### src/rtl/branch_ctrl_pkg.sv
// rtl/branch_ctrl_pkg.sv - shared encodings and helpers for the decode-stage branch sequencer
package branch_ctrl_pkg;

  localparam int ADDRWIDTH = 32;

  typedef enum logic [1:0] {
    BR_NONE = 2'b00,
    BR_BEQ  = 2'b01,
    BR_BNE  = 2'b10,
    BR_J    = 2'b11
  } br_type_e;

  typedef enum logic [1:0] {
    S_IDLE    = 2'd0,
    S_STALL   = 2'd1,
    S_RESOLVE = 2'd2
  } state_e;

  localparam logic [1:0] FWD_REG   = 2'd0;
  localparam logic [1:0] FWD_EXMEM = 2'd1;
  localparam logic [1:0] FWD_MEMWB = 2'd2;

  // Stall cycles one operand needs, and where its value comes from once those have elapsed.
  typedef struct packed {
    logic [1:0] n;
    logic [1:0] fwd;
  } hazard_t;

  function automatic logic is_taken(input br_type_e t, input logic eq);
    return (t == BR_BEQ && eq) || (t == BR_BNE && !eq) || (t == BR_J);
  endfunction

endpackage

### src/rtl/branch_ctrl_hazard_detect.sv
// rtl/branch_ctrl_hazard_detect.sv - combinational RAW check of branch compare operands
module branch_hazard_detect
  import branch_ctrl_pkg::*;
#(
  parameter int NB_REG = 5
) (
  input  logic [1:0]        branch_type_i,
  input  logic [NB_REG-1:0] rs_i,
  input  logic [NB_REG-1:0] rt_i,
  input  logic              ex_reg_write_i,
  input  logic              ex_mem_read_i,
  input  logic [NB_REG-1:0] ex_rd_i,
  input  logic              mem_reg_write_i,
  input  logic              mem_mem_read_i,
  input  logic [NB_REG-1:0] mem_rd_i,
  output logic [1:0]        n_o,
  output logic [1:0]        fwd_a_o,
  output logic [1:0]        fwd_b_o
);

  // The EX producer is younger than the MEM one, so it owns the value when both match.
  function automatic hazard_t check_opnd(
    input logic [NB_REG-1:0] r,
    input logic ex_wr, input logic ex_ld, input logic [NB_REG-1:0] ex_rd,
    input logic mem_wr, input logic mem_ld, input logic [NB_REG-1:0] mem_rd
  );
    hazard_t h;
    h.n   = 2'd0;
    h.fwd = FWD_REG;
    if (r != '0) begin
      if (ex_wr && ex_rd == r) begin
        h.n   = ex_ld ? 2'd2 : 2'd1;
        h.fwd = ex_ld ? FWD_MEMWB : FWD_EXMEM;
      end else if (mem_wr && mem_rd == r) begin
        h.n   = mem_ld ? 2'd1 : 2'd0;
        h.fwd = mem_ld ? FWD_MEMWB : FWD_EXMEM;
      end
    end
    return h;
  endfunction

  hazard_t hz_a, hz_b;
  logic    compares;

  always_comb begin
    compares = (branch_type_i == BR_BEQ) || (branch_type_i == BR_BNE);
    hz_a = check_opnd(rs_i, ex_reg_write_i, ex_mem_read_i, ex_rd_i,
                      mem_reg_write_i, mem_mem_read_i, mem_rd_i);
    hz_b = check_opnd(rt_i, ex_reg_write_i, ex_mem_read_i, ex_rd_i,
                      mem_reg_write_i, mem_mem_read_i, mem_rd_i);
    if (!compares) begin
      hz_a = '0;
      hz_b = '0;
    end
    n_o     = (hz_a.n > hz_b.n) ? hz_a.n : hz_b.n;
    fwd_a_o = hz_a.fwd;
    fwd_b_o = hz_b.fwd;
  end

endmodule

### src/rtl/branch_ctrl.sv
// rtl/branch_ctrl.sv - decode-stage branch sequencer: hazard stall, compare forwarding, redirect
module branch_ctrl
  import branch_ctrl_pkg::*;
#(
  parameter int NB_REG = 5,
  parameter int NB_CNT = 32
) (
  input  logic                 i_clk,
  input  logic                 i_reset,
  input  logic                 i_enable,
  input  logic [1:0]           i_branch_type,
  input  logic [NB_REG-1:0]    i_rs,
  input  logic [NB_REG-1:0]    i_rt,
  input  logic                 i_is_equal,
  input  logic [ADDRWIDTH-1:0] i_branch_address,
  input  logic                 i_ex_reg_write,
  input  logic                 i_ex_mem_read,
  input  logic [NB_REG-1:0]    i_ex_rd,
  input  logic                 i_mem_reg_write,
  input  logic                 i_mem_mem_read,
  input  logic [NB_REG-1:0]    i_mem_rd,
  output logic                 o_stall,
  output logic [1:0]           o_fwd_a,
  output logic [1:0]           o_fwd_b,
  output logic                 o_pc_src,
  output logic [ADDRWIDTH-1:0] o_pc_target,
  output logic                 o_flush,
  output logic [NB_CNT-1:0]    o_taken_cnt
);

  state_e            state_q, state_d;
  logic [1:0]        cnt_q, cnt_d;
  logic [1:0]        fwd_a_q, fwd_a_d, fwd_b_q, fwd_b_d;
  br_type_e          type_q, type_d;
  logic [NB_CNT-1:0] taken_cnt_q, taken_cnt_d;

  logic [1:0] hz_n, hz_fwd_a, hz_fwd_b;
  logic [1:0] fwd_a, fwd_b;
  logic       stall, resolve, taken, active;
  br_type_e   res_type;

  branch_hazard_detect #(.NB_REG(NB_REG)) u_hazard (
    .branch_type_i   (i_branch_type),
    .rs_i            (i_rs),
    .rt_i            (i_rt),
    .ex_reg_write_i  (i_ex_reg_write),
    .ex_mem_read_i   (i_ex_mem_read),
    .ex_rd_i         (i_ex_rd),
    .mem_reg_write_i (i_mem_reg_write),
    .mem_mem_read_i  (i_mem_mem_read),
    .mem_rd_i        (i_mem_rd),
    .n_o             (hz_n),
    .fwd_a_o         (hz_fwd_a),
    .fwd_b_o         (hz_fwd_b)
  );

  always_comb begin
    state_d  = state_q;
    cnt_d    = cnt_q;
    fwd_a_d  = fwd_a_q;
    fwd_b_d  = fwd_b_q;
    type_d   = type_q;
    stall    = 1'b0;
    resolve  = 1'b0;
    res_type = br_type_e'(i_branch_type);
    fwd_a    = fwd_a_q;
    fwd_b    = fwd_b_q;
    case (state_q)
      S_IDLE: begin
        fwd_a = hz_fwd_a;
        fwd_b = hz_fwd_b;
        if (br_type_e'(i_branch_type) != BR_NONE) begin
          if (hz_n == 2'd0) begin
            resolve = 1'b1;
          end else begin
            stall   = 1'b1;
            cnt_d   = hz_n - 2'd1;
            fwd_a_d = hz_fwd_a;
            fwd_b_d = hz_fwd_b;
            type_d  = br_type_e'(i_branch_type);
            state_d = (hz_n == 2'd1) ? S_RESOLVE : S_STALL;
          end
        end
      end
      S_STALL: begin
        stall = 1'b1;
        cnt_d = cnt_q - 2'd1;
        if (cnt_q <= 2'd1) state_d = S_RESOLVE;
      end
      S_RESOLVE: begin
        // The branch sitting in ID is not re-examined; the selects latched on entry apply.
        resolve  = 1'b1;
        res_type = type_q;
        state_d  = S_IDLE;
      end
      default: state_d = S_IDLE;
    endcase
    taken       = resolve && is_taken(res_type, i_is_equal);
    taken_cnt_d = taken_cnt_q + NB_CNT'(taken);
  end

  always_ff @(posedge i_clk) begin
    if (i_reset) begin
      state_q     <= S_IDLE;
      cnt_q       <= 2'd0;
      fwd_a_q     <= FWD_REG;
      fwd_b_q     <= FWD_REG;
      type_q      <= BR_NONE;
      taken_cnt_q <= '0;
    end else if (i_enable) begin
      state_q     <= state_d;
      cnt_q       <= cnt_d;
      fwd_a_q     <= fwd_a_d;
      fwd_b_q     <= fwd_b_d;
      type_q      <= type_d;
      taken_cnt_q <= taken_cnt_d;
    end
  end

  assign active      = i_enable && !i_reset;
  assign o_stall     = stall && active;
  assign o_pc_src    = taken && active;
  assign o_flush     = taken && active;
  assign o_fwd_a     = i_reset ? FWD_REG : fwd_a;
  assign o_fwd_b     = i_reset ? FWD_REG : fwd_b;
  assign o_pc_target = i_branch_address;
  assign o_taken_cnt = taken_cnt_q;

endmodule

### config.mk
export PLATFORM = sky130hd
export DESIGN_NAME = branch_ctrl
export DESIGN_NICKNAME = d
export VERILOG_FILES = /design/src/rtl/branch_ctrl_pkg.sv /design/src/rtl/branch_ctrl_hazard_detect.sv /design/src/rtl/branch_ctrl.sv
export SDC_FILE = /design/constraint.sdc
export NUM_CORES = 1
export LEC_CHECK = 0
export CELL_PAD_IN_SITES_DETAIL_PLACEMENT = 0
export CELL_PAD_IN_SITES_GLOBAL_PLACEMENT = 2
export CORE_UTILIZATION = 19
export CTS_CLUSTER_DIAMETER = 50
export DETAILED_ROUTE_END_ITERATION = 6
export PLACE_DENSITY_LB_ADDON = 0.1
export SKIP_CTS_REPAIR_TIMING = 1
export SLEW_MARGIN = 40
export SYNTH_ARGS = -nofsm -noshare
export SYNTH_HDL_FRONTEND = slang
export SYNTH_SLANG_ARGS = --single-unit
### constraint.sdc
create_clock -name i_clk -period 4.8 [get_ports i_clk]
set_clock_uncertainty 0.2 [all_clocks]
set_input_delay 0.96 -clock i_clk [delete_from_list [all_inputs] [get_ports i_clk]]
set_output_delay 0.96 -clock i_clk [all_outputs]
set_load 0.01 [all_outputs]
==> run_results.csv, run 1 <==
group,metric,value,unit
clock_tree,clk_path_buf_depth,2,
grt,overflow,0,
grt,grt_max_degree,25,
critical_path,start_kind,"primary input",
sta,finalCritPeriodShare,1.01,
flow_run,maxCapViolCount,0,
layout,final_util,0.300,
critical_path,critical-path-max-stage-delay,0.52,ns
drt,drt-initial-drc-count,76,
run_status,violations,"negative setup slack",
sta,rsz0062_at_grt,"yes",
drt,num_vias,2416,
die,start_util,0.198,
sta,setup_viol,2,
placement,routabilityCongestion,0.780,
run_status,outcome,"finished, violations left",
yosys,synth.largest_area_cell,"dfxtp_1",
clock_tree,cts_buffers,5,
yosys,syn_avg_cell_area,8.03,um^2
drt,wl_per_cell,13.3,um
power_and_ir_drop,p_leak,1.65,nW
die,fp.dieW,120,um
layout,fillers,1444,
yosys,synth_area_leaders,"dfxtp_1, buf_4, xor2_1",
drt,viasPerCell,4.14,
yosys,synthCells,330,
grt,grt_pass1_vias,2448,
yosys,synth_seq_area_share,0.317,
worst_hold_path,hold_path_depth,2,
sta,hold_violations,0,
critical_path,cp_common_cell,"buf_6",
layout,areaGrowthSynthToFinish,51.9,%
critical_path,critPathKind,"in2out",
layout,multi_input_area,1650,um^2
layout,register_area,841,um^2
sta,setup_ws,-0.0557,ns
layout,fin_nets,478,
sta,whs,0.302,ns
placement,hpwl,6000,um
sta,period_minus_slack,4.86,ns
yosys,yosysTopAreaCellShare,0.317,
critical_path,path_buf_inv,6,
yosys,syn-cell-area,2650,um^2
clock_tree,clockRootBuffer,"clkbuf_16",
grt,antenna_found_initial,1,
critical_path,cp-end-kind,"output pin",
sta,finalMaxSlewViolations,0,
grt,grt_pass1_wl,12200,um
die,core_area,13400,um^2
critical_path,required,3.64,ns
placement,io_buffers,68,
critical_path,r2r_cells,8,
critical_path,critPathArrivalTime,3.70,ns
critical_path,r2r_setup_slack,2.20,ns
clock_tree,cts.clk_slew.worst_paths,0.06,ns
die,row_count,42,
clock_tree,cts.sinks,42,
die,die_area,14400,um^2
worst_hold_path,hold_class,"reg2reg",
power_and_ir_drop,power.density,231,nW/um^2
clock_tree,htree_levels,2,
layout,final_cell_mix,"nor2_1, clkdlybuf4s50_1, dfxtp_1, buf_4, xor2_1",
die,die_h,120,um
power_and_ir_drop,peakVddDrop,0.110,mV
drt,drt-total-wl,7750,um
critical_path,cp_top_family,"compound AO/OA/AOI/OAI gates",
critical_path,cp.depth,16,
yosys,ys_ff_latch,42,
layout,layout_commonest_cell,"nor2_1",
sta,max_slew_margin,0.731,
drt,drcViolationCount,0,
clock_tree,clock_latency,0.29,ns
drt,postRouteAntennaNets,0,
sta,tightestPinTransition,0.403,ns
yosys,synth_nets,402,
sta,fmax,0.206,GHz
drt,drtPass1Iterations,4,
layout,drive_gt1_frac,0.214,
grt,grt_use_total,0.107,
die,io_pins,133,
yosys,yosys_warnings,0,
critical_path,slowest_stage,"or4_4",
yosys,ys_types,37,
clock_tree,cts_tree,"built",
critical_path,critPathMaxFanout,4,
critical_path,worstPathCellList,"buf_6 > buf_6 > or4_4 > o21a_1 > a21boi_4 > ha_1 > inv_1 > o22ai_2 > nor2_1 > a22o_1 > inv_2 > ha_4 > a32oi_2 > nor4b_2 > buf_4 > buf_6",
## worst paths after layout
path,start,end
setup / recovery,i_rt[2],o_pc_src
hold / removal,type_q[0],type_q[0]
setup reg to reg,state_q[1],o_taken_cnt[31]
hold reg to reg,type_q[0],type_q[0]
## synth_stat cells
cell type / count
clkbuf_2: 1
nor4b_1: 1
o22ai_1: 9
xor2_1: 28
nand4_1: 12
and3_1: 5
o21a_1: 4
a31oi_1: 2
a22o_1: 1
o2111ai_1: 1
nor3_2: 1
xnor2_1: 18
and4_1: 2
mux2i_1: 4
buf_4: 33
o21bai_1: 1
nand3_2: 1
nand2b_1: 7
clkbuf_1: 8
and4_4: 1
a21oi_1: 6
a211oi_1: 3
or4_1: 3
mux2_2: 1
dfxtp_1: 42
a21boi_0: 1
ha_1: 10
nand3_1: 9
nor2b_1: 2
nor2_1: 52
o21ai_0: 11
or3_1: 6
o211ai_1: 2
nor3_1: 9
inv_1: 13
a32oi_1: 1
nand2_1: 19
## state kept, by name (all words and copies together), names as in the netlist
signal	flops
o_taken_cnt	32
cnt_q	2
fwd_a_q	2
fwd_b_q	2
state_q	2
type_q	2
## worst min-delay path: stages (launching register included)
cell and delay (ns):
dfxtp_1 0.32, mux2i_1 0.06, nor2_1 0.08
## kinds of logic after synthesis
kind of cell,synth area share
muxes,0.0193
xor gates and xnor gates,0.152
buffers and inverters,0.125
adders and majority gates,0.0472
and+or+nand+nor,0.240
DFF,0.317
AOI/OAI and AO/OA,0.0991
## layer usage
layer | vias up | share of wire | GRT usage
met3 | 13 | 0.061 | 0.0299
li1 | 1248 | - | -
met2 | 61 | 0.50 | 0.194
met5 | - | 0 | 0
met4 | 0 | 0.020 | 0.0453
met1 | 1094 | 0.42 | 0.116
## through the flow
stage | TNS [ns] | total power [mW] | cell area, um^2 | setup slack (ns) | std cells
final | -0.111 | 0.929 | 4030 | -0.0557 | 584
after global routing | -0.786 | 0.973 | 4030 | -0.153 | 584
after CTS | -8.54 | 0.940 | 3750 | -0.913 | 577
after detailed placement | -16.58 | 0.472 | 3550 | -0.905 | 569
after global placement | -14.98 | 0.473 | 3550 | -0.866 | 569
after floorplan | 0 | 0.435 | 2660 | 0.0790 | 330
## final cells by class
cell class,count,area share
inverters,13,0.0121
well taps,176,0.0547
multi-input cells,233,0.411
clock inverters,2,0.0149
clock buffers,6,0.0345
diodes,1,0.000622
flip-flops and latches,42,0.209
repair buffers,111,0.264
## power breakdown
part / internal [mW] / total, mW / switching [mW]
Clock: 0.312 / 0.455 / 0.142
Combinational: 0.0636 / 0.120 / 0.0562
Sequential: 0.351 / 0.355 / 0.00370
Total: 0.727 / 0.929 / 0.202
Note: power is estimated with default switching activity, not from simulation.
==> run 2, diff against run 1 <==
Settings changed: CAP_MARGIN set to 0, CORE_MARGIN set to 1.5, CTS_CLUSTER_SIZE set to 20.
==> run 2 against run 1 <==
Count of clock-buffer cells in the layout unchanged. Worst setup slack improved by 0.13 ns. Core utilization about the same. Register-to-register slack improved by 0.06 ns. First-iteration DRC count increased by 28%. Wire length about the same. The flow now finishes without violations. Largest cell class unchanged.
==> run_results.csv, run 2 (synthesis results as in run 1) <==
group,metric,value,unit
critical_path,r2r_cells,8,
sta,finalCritPeriodShare,0.984,
worst_hold_path,hold_class,"reg2reg",
layout,stdcell_area,4040,um^2
drt,drtPass1Iterations,4,
critical_path,cp-end-kind,"output pin",
critical_path,r2r_end,"o_taken_cnt[31]",
drt,wl_per_cell,13.3,um
critical_path,slowest_stage,"or4_4",
sta,hold_violations,0,
sta,fmax,0.212,GHz
clock_tree,cts.sinks,42,
critical_path,required,3.64,ns
die,fp.dieW,121,um
grt,grt_use_total,0.107,
clock_tree,clockRootBuffer,"clkbuf_16",
clock_tree,htree_levels,2,
placement,dp.cells,570,
die,io_pins,133,
flow_run,maxCapViolCount,0,
sta,whs,0.293,ns
critical_path,r2r_setup_slack,2.26,ns
drt,drt-total-wl,7760,um
grt,grt_max_degree,36,
sta,finalMaxSlewViolations,0,
placement,placed_cell_area,3560,um^2
clock_tree,cts_tree,"built",
layout,fin_nets,479,
drt,num_vias,2439,
drt,postRouteAntennaNets,0,
layout,fin_cells,585,
critical_path,regToRegStartpoint,"state_q[1]",
sta,tightestPinTransition,0.407,ns
power_and_ir_drop,peakVddDrop,0.134,mV
run_status,outcome,"completed",
critical_path,start_kind,"primary input",
grt,grt_pass1_wl,12200,um
power_and_ir_drop,power,0.942,mW
critical_path,crit_path_start,"i_rt[1]",
critical_path,critPathKind,"in2out",
sta,period_minus_slack,4.72,ns
die,die_area,14700,um^2
placement,hpwl,6080,um
layout,drive_gt1_frac,0.267,
layout,layout_commonest_cell,"nor2_1",
layout,final_util,0.300,
critical_path,worstPathCellList,"buf_8 > or4_4 > o21a_1 > a21boi_4 > ha_4 > inv_2 > o22ai_2 > nor2_1 > a22o_1 > inv_2 > ha_4 > a32oi_2 > nor4b_2 > buf_4 > buf_6",
die,core_area,13500,um^2
clock_tree,cts.clk_slew.worst_paths,0.07,ns
die,start_util,0.197,
critical_path,critical-path-max-stage-delay,0.52,ns
layout,largest_register_ffs,32,
die,row_count,42,
grt,antenna_found_initial,1,
sta,max_slew_margin,0.728,
critical_path,critPathCapture,"o_pc_src",
power_and_ir_drop,p_leak,1.58,nW
layout,areaGrowthSynthToFinish,52.3,%
drt,drcViolationCount,0,
power_and_ir_drop,power.density,233,nW/um^2
die,die_h,121,um
critical_path,critPathMaxFanout,4,
placement,routabilityCongestion,0.795,
layout,final_cell_mix,"nor2_1, dfxtp_1, clkdlybuf4s50_1, buf_4, xor2_1",
clock_tree,clk_path_buf_depth,2,
clock_tree,clock_latency,0.29,ns
placement,io_buffers,68,
grt,overflow,0,
clock_tree,cts_buffers,5,
drt,drt-initial-drc-count,97,
sta,rsz0062_at_grt,"yes",
sta,setup_viol,0,
drt,viasPerCell,4.17,
grt,grt_pass1_vias,2375,
critical_path,critPathArrivalTime,3.56,ns
==> run 2: cell type report <==
cell class,instances,area [um^2]
Fill cell,1490,9410
Multi-Input combinational cell,233,1710
Timing Repair Buffer,112,1020
Sequential cell,42,841
Tap cell,176,220
Clock buffer,6,139
Clock inverter,2,60.1
Inverter,13,48.8
Antenna cell,1,2.50
==> run 2: stage by stage <==
step | setup WS (ns) | setup TNS, ns
after floorplan | 0.0790 | 0
after global placement | -0.981 | -18.63
after detailed placement | -0.981 | -18.71
after CTS | -0.999 | -10.38
after global routing | -0.0348 | -0.0691
final | 0.0773 | 0
==> run 2: layer usage <==
| layer | track usage | up-vias | routed length (um) |
|---|---|---|---|
| met1 | 0.121 | 1114 | 3300 |
| met5 | 0 | - | 0 |
| met2 | 0.188 | 66 | 3880 |
| met3 | 0.0291 | 12 | 439 |
| met4 | 0.0478 | 0 | 138 |
| li1 | - | 1247 | - |
==> run 2: where the power goes <==
group	switching (mW)	internal, mW	leakage, nW
sequential	0.00365	0.351	0.339
combinational	0.0603	0.0688	1.15
clock	0.146	0.313	0.0971
total	0.210	0.732	1.58
==> run 2: worst min-delay path by stage <==
stage                                  to  slack, ns             from  cells past startpoint
after floorplan                 type_q[0]       0.25        type_q[0]                      2
after global routing      o_taken_cnt[31]       0.31  o_taken_cnt[31]                      2
after CTS                 o_taken_cnt[31]       0.30  o_taken_cnt[31]                      2
after detailed placement  o_taken_cnt[31]       0.29  o_taken_cnt[31]                      2
final                     o_taken_cnt[31]       0.29  o_taken_cnt[31]                      2
after global placement    o_taken_cnt[31]       0.28  o_taken_cnt[31]                      2
==> run 2: worst max-delay path: cells and delay by family <==
kind | cells | cell delay, ns
AOI/OAI and AO/OA | 5 | 0.87
adders and majority gates | 2 | 0.41
buffers and inverters | 5 | 0.46
and+or+nand+nor | 3 | 0.84
==> run 3, diff against run 2 <==
Settings changed: CORE_UTILIZATION 19 to 21, CTS_CLUSTER_DIAMETER 50 to 100, TNS_END_PERCENT set to 20.
Clock period 4.8 ns to 5.3 ns, I/O delays scaled along.
==> run 3 against run 2 <==
Count of clock-buffer cells in the layout grew 1. Sequential power fell by 9.3%. Non-clock buffer count shrank 2. Highest routed layer unchanged. Combinational power fell by 19%. Largest cell class unchanged. Cell count decreased by 1.9%. Sequential share of layout area is 0.96 points higher. Die area is 9.3% lower. Register-to-register slack better by 0.26 ns. Global-route usage is 0.17 points higher. Worst setup slack better by 0.12 ns. Flip-flop and latch count unchanged.
==> run_results.csv, run 3 (synthesis results as in run 1) <==
group,metric,value,unit
layout,fin_nets,477,
critical_path,slowest_stage,"clkdlybuf4s50_1",
clock_tree,cts_tree,"built",
grt,grt_pass1_vias,2262,
layout,drive_gt1_frac,0.180,
grt,grt_pass1_wl,11100,um
clock_tree,cts_buffers,5,
clock_tree,cts.sinks,42,
layout,areaGrowthSynthToFinish,45.6,%
drt,drtPass1Iterations,4,
clock_tree,cts.clk_slew.worst_paths,0.06,ns
drt,postRouteAntennaNets,0,
clock_tree,clockRootBuffer,"clkbuf_16",
drt,viasPerCell,4.19,
run_status,outcome,"completed",
layout,final_util,0.317,
sta,period_minus_slack,5.10,ns
clock_tree,clock_latency,0.29,ns
critical_path,cp_common_cell,"buf_4",
clock_tree,htree_levels,2,
drt,wl_per_cell,12.7,um
die,row_count,40,
sta,finalCritPeriodShare,0.963,
critical_path,critPathKind,"in2out",
sta,tightestPinTransition,0.408,ns
placement,hpwl,5790,um
critical_path,start_kind,"primary input",
drt,drt-total-wl,7290,um
layout,stdcell_area,3860,um^2
critical_path,cp_top_family,"buffers and inverters",
power_and_ir_drop,power.density,192,nW/um^2
clock_tree,clk_path_buf_depth,2,
power_and_ir_drop,peakVddDrop,0.0941,mV
die,start_util,0.218,
sta,setup_viol,0,
die,die_area,13300,um^2
sta,whs,0.288,ns
worst_hold_path,hold_class,"reg2reg",
die,core_area,12200,um^2
sta,fmax,0.196,GHz
critical_path,path_buf_inv,5,
grt,overflow,0,
power_and_ir_drop,p_leak,1.57,nW
sta,hold_violations,0,
grt,grt_use_total,0.109,
drt,drt-initial-drc-count,85,
power_and_ir_drop,power,0.739,mW
layout,fin_cells,574,
critical_path,critPathMaxFanout,4,
placement,io_buffers,68,
die,fp.dieW,115,um
grt,grt_max_degree,33,
die,io_pins,133,
critical_path,cp-end-kind,"output pin",
drt,num_vias,2406,
critical_path,critPathArrivalTime,3.84,ns
grt,antenna_found_initial,0,
critical_path,required,4.04,ns
placement,dp.cells,563,
layout,fillers,1314,
layout,layout_commonest_cell,"nor2_1",
sta,max_slew_margin,0.728,
die,die_h,115,um
critical_path,worstPathCellList,"clkdlybuf4s50_1 > xnor2_1 > nand2_2 > nor3_2 > o21bai_2 > nand2_1 > ha_1 > inv_1 > o22ai_2 > nor2_1 > a22o_1 > inv_2 > ha_4 > a32oi_2 > nor4b_2 > buf_4 > buf_4",
flow_run,maxCapViolCount,0,
layout,diodes,0,
placement,routabilityCongestion,0.814,
placement,placed_cell_area,3550,um^2
layout,final_cell_mix,"nor2_1, clkdlybuf4s50_1, buf_4, dfxtp_1, xor2_1",
layout,largest_register_ffs,32,
drt,drcViolationCount,0,
critical_path,critical-path-max-stage-delay,0.51,ns
sta,finalMaxSlewViolations,0,
==> run 3: changes by cell type in the layout (fill, tap and decap cells not counted), moves of 3 or more <==
cell / change
buf_6: -11
clkbuf_2: -7
inv_2: -3
dlymetal6s2s_1: +11
xnor2_1: +4
clkdlybuf4s50_1: +6
xnor2_2: -4
inv_1: +3
==> run 3: report_power, final <==
part	internal, mW	total, mW	switching (mW)
logic	0.0566	0.104	0.0478
clock network	0.187	0.314	0.127
registers	0.318	0.321	0.00312
total	0.561	0.739	0.178
==> run 3: layout make-up <==
cell class,instances,area [um^2],area share
timing repair buffer,110,1040,0.268
sequential,42,841,0.218
clock buffer,7,143,0.0370
clock inverter,1,5.00,0.00130
multi-input combinational,233,1580,0.408
tap,168,210,0.0545
inverter,13,48.8,0.0126
==> run 3: stage by stage <==
stage	TNS [ns]	setup slack, ns
floorplan	0	0.280
global placement	-6.44	-0.654
detailed placement	-7.90	-0.738
CTS	-2.98	-0.729
global route	-0.00274	-0.00274
finish	0	0.198
==> run 3: tightest hold or removal path: cells and delay by family, from the launching register on <==
kind	cells	cell delay, ns
AO/OA/AOI/OAI	2	0.13
flip-flops	1	0.32
==> run 3: path summary, 6_finish.rpt <==
kind,start,endpoint,slack [ns],cells after the start
worst max-delay path,i_ex_rd[1],o_pc_src,0.20,17
worst min-delay path,o_taken_cnt[31],o_taken_cnt[31],0.29,2
worst max register to register,state_q[1],o_taken_cnt[31],2.52,8
worst min register to register,o_taken_cnt[31],o_taken_cnt[31],0.29,2
==> run 3: routing by layer <==
metal,vias to the layer above,global-route usage,wire length (um)
li1,1240,-,-
met1,1086,0.122,3140
met2,67,0.187,3510
met3,13,0.0343,436
met4,0,0.0535,199
met5,-,0,0
